### src/rtl/serial_subtractor.sv
// Bit-serial two's-complement subtractor: one full-subtractor slice plus a borrow
// flop processes minuend - subtrahend LSB first, one bit per clock, behind start/busy/done.
module serial_subtractor #(
  parameter int N = 32
) (
  input  logic         clk,
  input  logic         reset,
  input  logic         start,
  input  logic [N-1:0] minuend,
  input  logic [N-1:0] subtrahend,
  output logic         busy,
  output logic         done,
  output logic [N-1:0] difference,
  output logic         borrow_out,
  output logic         overflow
);

  localparam int CW = $clog2(N + 1);

  typedef enum logic [1:0] {
    S_IDLE,
    S_RUN,
    S_DONE
  } state_t;

  state_t         state_q, state_d;
  logic [N-1:0]   a_q, a_d;
  logic [N-1:0]   b_q, b_d;
  logic [N-1:0]   r_q, r_d;
  logic           br_q, br_d;
  logic [CW-1:0]  cnt_q, cnt_d;
  logic           a_sign_q, a_sign_d;
  logic           b_sign_q, b_sign_d;
  logic [N-1:0]   difference_q, difference_d;
  logic           borrow_out_q, borrow_out_d;
  logic           overflow_q, overflow_d;

  logic           accept;
  logic           last_bit;
  logic           bit_d;
  logic           br_next;

  // Operands are only sampled outside RUN, so a start during RUN is ignored.
  assign accept   = start && (state_q != S_RUN);
  assign last_bit = (cnt_q == CW'(N - 1));

  // NOTE: sequential state uses non-blocking assignments so every flop samples
  // pre-edge values; blocking here would make results depend on statement order.
  always_ff @(posedge clk or posedge reset) begin
    if (reset) begin
      state_q <= S_IDLE;
    end else begin
      state_q <= state_d;
    end
  end

  // NOTE: every always_comb output gets a default first so no path leaves it
  // unassigned, which would otherwise infer a latch.
  always_comb begin
    state_d = state_q;
    case (state_q)
      S_IDLE:  if (start) state_d = S_RUN;
      S_RUN:   if (last_bit) state_d = S_DONE;
      S_DONE:  state_d = start ? S_RUN : S_IDLE;
      default: state_d = S_IDLE;
    endcase
  end

  always_comb begin
    busy = (state_q == S_RUN);
    done = (state_q == S_DONE);
  end

  // Full-subtractor slice on the current operand LSBs and the registered borrow.
  always_comb begin
    bit_d   = a_q[0] ^ b_q[0] ^ br_q;
    br_next = (~a_q[0] & b_q[0]) | (~a_q[0] & br_q) | (b_q[0] & br_q);
  end

  always_comb begin
    a_d          = a_q;
    b_d          = b_q;
    r_d          = r_q;
    br_d         = br_q;
    cnt_d        = cnt_q;
    a_sign_d     = a_sign_q;
    b_sign_d     = b_sign_q;
    difference_d = difference_q;
    borrow_out_d = borrow_out_q;
    overflow_d   = overflow_q;

    if (accept) begin
      a_d      = minuend;
      b_d      = subtrahend;
      r_d      = '0;
      br_d     = 1'b0;
      cnt_d    = '0;
      a_sign_d = minuend[N-1];
      b_sign_d = subtrahend[N-1];
    end else if (state_q == S_RUN) begin
      a_d        = a_q >> 1;
      b_d        = b_q >> 1;
      r_d        = r_q >> 1;
      r_d[N-1]   = bit_d;
      br_d       = br_next;
      cnt_d      = cnt_q + CW'(1);
      // Final bit: publish the result, with the last difference bit as the sign.
      if (last_bit) begin
        difference_d = r_d;
        borrow_out_d = br_next;
        overflow_d   = (a_sign_q != b_sign_q) && (bit_d != a_sign_q);
      end
    end
  end

  // NOTE: the operand and result shift registers are plain flops, not a memory
  // array, so they take the async reset like every other state bit.
  always_ff @(posedge clk or posedge reset) begin
    if (reset) begin
      a_q          <= '0;
      b_q          <= '0;
      r_q          <= '0;
      br_q         <= 1'b0;
      cnt_q        <= '0;
      a_sign_q     <= 1'b0;
      b_sign_q     <= 1'b0;
      difference_q <= '0;
      borrow_out_q <= 1'b0;
      overflow_q   <= 1'b0;
    end else begin
      a_q          <= a_d;
      b_q          <= b_d;
      r_q          <= r_d;
      br_q         <= br_d;
      cnt_q        <= cnt_d;
      a_sign_q     <= a_sign_d;
      b_sign_q     <= b_sign_d;
      difference_q <= difference_d;
      borrow_out_q <= borrow_out_d;
      overflow_q   <= overflow_d;
    end
  end

  assign difference = difference_q;
  assign borrow_out = borrow_out_q;
  assign overflow   = overflow_q;

endmodule

### config.mk
export PLATFORM = sky130hd
export DESIGN_NAME = serial_subtractor
export DESIGN_NICKNAME = d
export VERILOG_FILES = /design/src/rtl/serial_subtractor.sv
export SDC_FILE = /design/constraint.sdc
export NUM_CORES = 1
export LEC_CHECK = 0
export CAP_MARGIN = 40
export CORE_ASPECT_RATIO = 0.5
export CORE_MARGIN = 1
export CORE_UTILIZATION = 30
export CTS_BUF_LIST = sky130_fd_sc_hd__clkbuf_16
export DETAILED_ROUTE_END_ITERATION = 12
export HOLD_SLACK_MARGIN = 0.06
export PLACE_DENSITY = 0.6
export SYNTH_ARGS = -nofsm -noshare
export SYNTH_HDL_FRONTEND = slang
export SYNTH_SLANG_ARGS = --single-unit
### constraint.sdc
create_clock -name clk -period 13.25 [get_ports clk]
set_input_delay 2.65 -clock clk [delete_from_list [all_inputs] [get_ports clk]]
set_output_delay 2.65 -clock clk [all_outputs]
set_load 0.01 [all_outputs]
**Yosys cells after proc, flatten, opt, wreduce, memory -nomap -nowiden**

Cells that the tools add are included.

- Add/sub/neg operators: 1
- Multiply operators: 0
- Div/mod/pow operators: 0
- Magnitude comparators: 0
- Equality and inequality tests: 8
- Shift-type cells: 0
- Multiplexer cells: 14
- Bitwise operators: 9
- Reduce and logical (&&, ||, !) cells: 6

Operator list:

| cell | count |
|---|---|
| $mux W32 | 6 |
| $mux W6 | 2 |
| $add A6 B1 Y6 const B | 1 |
| $eq A6 B5 Y1 const B | 1 |
| $pmux W2 S3 | 1 |
| $mux W2 | 2 |
| $ne A2 B1 Y1 const B | 2 |
| $and A1 B1 Y1 | 3 |
| $mux W1 | 3 |
| $reduce_and A3 Y1 | 1 |
| $eq A2 B1 Y1 const B | 1 |
| $eq A2 B2 Y1 const B | 1 |
| $logic_and A1 B1 Y1 | 2 |
| $logic_not A2 Y1 | 1 |
| $ne A1 B1 Y1 | 2 |
| $ne A2 B2 Y1 const B | 1 |
| $not A1 Y1 | 2 |
| $or A1 B1 Y1 | 2 |
| $reduce_and A2 Y1 | 1 |
| $reduce_bool A2 Y1 | 1 |
| $xor A1 B1 Y1 | 2 |

- Flip-flop bits (word level): 141
- Bits in latches: 0
- Memory bits (writable): 0
- ROM bits: 0
- Input port bits: 67
- Output and inout bits: 36
- Logic and storage cells: 49
- Memories: 0

**Logic depth before layout (Yosys ltp)**

- Depth in word-level cells: 6
- Mapped depth: 7

**Least setup slack after synthesis**

No wires, ideal clock.

- Path type: register -> output
- Start point: reg state_q[1]
- End point: out busy
- Arrival: 1.143 ns
- Path slack: 9.457 ns
- Cell stages (with the launch flop): 5
- Path buffers: 2
- Cells stage by stage: dfrtp_1 nand2b_1 inv_1 buf_2 clkbuf_1

- Cells in the longest elaborated chain, start to end: 1

Ends and longest elaborated chain:

| what | line | text |
|---|---|---|
| start, declared | 26 | `state_t state_q, state_d;` |
| start signal, assigned | 53 | `state_q <= state_d;` |
| $eq A2 B1 Y1 | 70 | `busy = (state_q == S_RUN);` |
| end, declared | 11 | `output logic busy,` |

No other way between the ends.

**Worst setup path after layout**

Same ends and word-level chain as after synthesis.

==> flow_summary_export.csv <==
group,metric,value,unit
outcome,outcome,"finished, final reports clean",
grt,grt_pass1_wl,21000,µm
layout,drive_gt1_share,12.6,%
floorplanning,die_w,203,µm
setup_path,arrival,2.35,ns
sta,fin_skew,0.0179,ns
clock_tree,cts-root-buf,"clkbuf_16",
drt,vias,3976,
grt,grt_max_degree,90,
drt,drtIter0Drc,251,
sta,setup_viol,0,
place,place_area,0.00734,mm²
floorplanning,fp.dieArea,0.0209,mm²
setup_path,endpoint_kind,"primary output",
grt,antenna_found_initial,0,
pwr,clock_power_share,31.7,%
setup_path,worstPathMaxFanout,78,
floorplanning,initial_core_util,30.9,%
pwr,ir_worst_vdd,0.000100,V
drt,wl_met3,169,µm
drt,antenna_left,0,
hold_path,worstHoldPathType,"reg -> reg",
pwr,p_total,1.41,mW
flow_run,drv_cap,0,
setup_path,reg2reg_from,"state_q[1]$_DFFE_PP0P_",
layout,nets,700,
sta,hold_viol,0,
setup_path,ff2ff_path_depth,5,
logic_synthesis,syn_area_per_cell,11.3,µm²
clock_tree,htree_levels,4,
sta,period_share,37.8,%
drt,viasPerCell,4.37,
setup_path,crit_path_max_incr_delay,0.65,ns
floorplanning,ios,103,
grt,grt_usage,12.7,%
layout,post-route-cell-area,0.00790,mm²
pwr,p_switching,0.433,mW
layout,n_antenna_cell,0,
pwr,p_comb_share,21.4,%
logic_synthesis,synth_area,0.00608,mm²
sta,worst_pin_slew,0.780,ns
sta,slew_headroom,48.0,%
layout,area_growth,29.9,%
pwr,swShare,30.8,%
sta,setup_tns,0,ns
logic_synthesis,synth_seq_cells,140,
grt,grt_pass1_vias,4019,
setup_path,ff2ff_setup_slack,10.90,ns
drt,wl_per_cell,13.6,µm
setup_path,start_kind,"flip-flop",
clock_tree,tritoncts,"yes",
clock_tree,worstSkewPairLatency,0.41,ns
logic_synthesis,yosysWarnings,0,
logic_synthesis,synthesis.nets,609,
grt,grt_overflow,0,
clock_tree,hold_buffers,0,
clock_tree,clk_pin_slew,0.06,ns
hold_path,holdPathEnd,"a_q[0]$_DFFE_PP0P_",
sta,drv_slew,0,
place,place_hpwl,8070,µm
layout,final_cell_mix,"dfrtp_1, nand2_1, clkdlybuf4s50_1",
place,gp_congestion,0.675,
sta,rsz0062_at_grt,"no",
setup_path,worstPathCellList,"nand2b_1 > inv_4 > clkdlybuf4s50_1",
drt,drt-total-wl,12400,µm
drt,wl_met1,6390,µm
drt,drc_errors,0,
drt,first_pass_iters,4,
drt,met2_length,5750,µm
pwr,p_int,0.975,mW
clock_tree,cts_buffers,17,
logic_synthesis,synth_cell_types,30,
drt,top_layer,"met4",
layout,layout_commonest_cell,"dfrtp_1",
sta,max_freq,200,MHz
clock_tree,post_cts_buffers,0,
layout,ff_latch_area,0.00350,mm²
sta,post-route-min-period,5.00,ns
floorplanning,core_area,0.0196,mm²
setup_path,path_delay_family,"buffers and inverters",
layout,n_fill_cell,1921,
setup_path,crit_required,10.60,ns
place,port_buffers,102,
clock_tree,cts_resized,0,
clock_tree,cts.sinks,140,
hold_path,hold_start,"a_q[1]$_DFFE_PP0P_",
setup_path,cp_slowest_cell,"clkdlybuf4s50_1",
pwr,powerDensity,178,mW/mm²
logic_synthesis,syn_inst,540,
layout,multiInputGateArea,0.00233,mm²
hold_path,whs_path_depth,2,
setup_path,reg2reg_to,"b_q[15]$_DFFE_PP0P_",
floorplanning,fp.dieH,103,µm
pwr,leakagePower,3.56,nW
floorplanning,row_count,36,
clock_tree,cts_buffer_depth,2,
setup_path,path_class,"reg -> out",
setup_path,critical_path_buf_inv_count,2,
pwr,sequentialPowerShare,46.8,%
logic_synthesis,ys_seq_area_share,57.6,%
registers in the layout, summed over array words and instances, names as in the netlist, 2 cells and up:
name / cells
difference: 32
a_q: 32
r_q: 31
state_q: 2
cnt_q: 6
b_q: 32
layer usage:
metal,track usage [%],vias up
met1,17.6,1924
met2,20.0,31
met4,4.68,0
li1,-,2019
met5,0,-
met3,2.21,2
Yosys cell counts, drive strengths merged:
cell type	n	area (µm²)
a211o	1	8.76
a31oi	1	6.26
a41oi	1	8.76
and3	1	6.26
buf	16	131
clkbuf	21	78.8
clkinv	1	3.75
dfrtp	140	3500
fa	1	20.0
ha	1	12.5
inv	7	26.3
mux2	36	510
mux2i	67	671
nand2	131	492
nand2b	3	21.3
nand3	5	30.0
nand4	1	6.26
nor2	2	7.51
nor2b	1	6.26
nor4b	1	8.76
o211ai	1	7.51
o21ai	98	490
o22ai	1	6.26
or3	2	13.8
tightest hold or removal path: stages (launching register included):
cell and delay, ns:
dfrtp_1 0.34, nand2_1 0.04, o21ai_0 0.06
stage by stage:
stage          std cells  worst slack (ns)  hold slack [ns]  util (%)
3_3_place_gp         874              8.68            0.459      36.9
5_1_grt              910              7.99            0.500      40.2
3_5_place_dp         878              8.66            0.460      37.4
6_report             910              8.25            0.470      40.2
4_1_cts              910              8.22            0.477      40.2
2_1_floorplan        540              6.85            0.449         -
power groups by stage:
| stage | combinational, mW | clock [mW] | sequential, mW |
|---|---|---|---|
| detailed placement | 0.308 | 0 | 0.667 |
| global route | 0.352 | 0.476 | 0.681 |
| global placement | 0.293 | 0 | 0.663 |
| finish | 0.302 | 0.447 | 0.659 |
| floorplan | 0.197 | 0 | 0.650 |
| CTS | 0.309 | 0.460 | 0.662 |
logic make-up (layout without fill, tap and decap cells):
group | Yosys count | after routing | share of synthesized area (%)
DFF | 140 | 140 | 57.6
muxes | 103 | 103 | 19.4
adders and majority gates | 2 | 2 | 0.535
AOI/OAI and AO/OA | 103 | 103 | 8.69
and+or+nand+nor | 147 | 147 | 9.74
buffers and inverters | 45 | 149 | 3.95
how the worst max path moves through the flow:
stage	from	endpoint	slack [ns]	cells past startpoint
floorplan	reset	a_q[0]$_DFFE_PP0P_	6.85	1
global placement	state_q[1]$_DFFE_PP0P_	busy	8.68	3
detailed placement	state_q[1]$_DFFE_PP0P_	busy	8.66	3
CTS	state_q[1]$_DFFE_PP0P_	busy	8.22	3
global route	state_q[1]$_DFFE_PP0P_	busy	7.99	3
finish	state_q[1]$_DFFE_PP0P_	busy	8.25	3
cell type report:
type,instances,area share (%)
well taps,266,4.21
clock inverters,15,1.66
clock buffers,17,5.39
flip-flops and latches,140,44.4
multi-input cells,355,29.6
repair buffers,109,14.3
inverters,8,0.475
(Power assumes the default switching activity.)
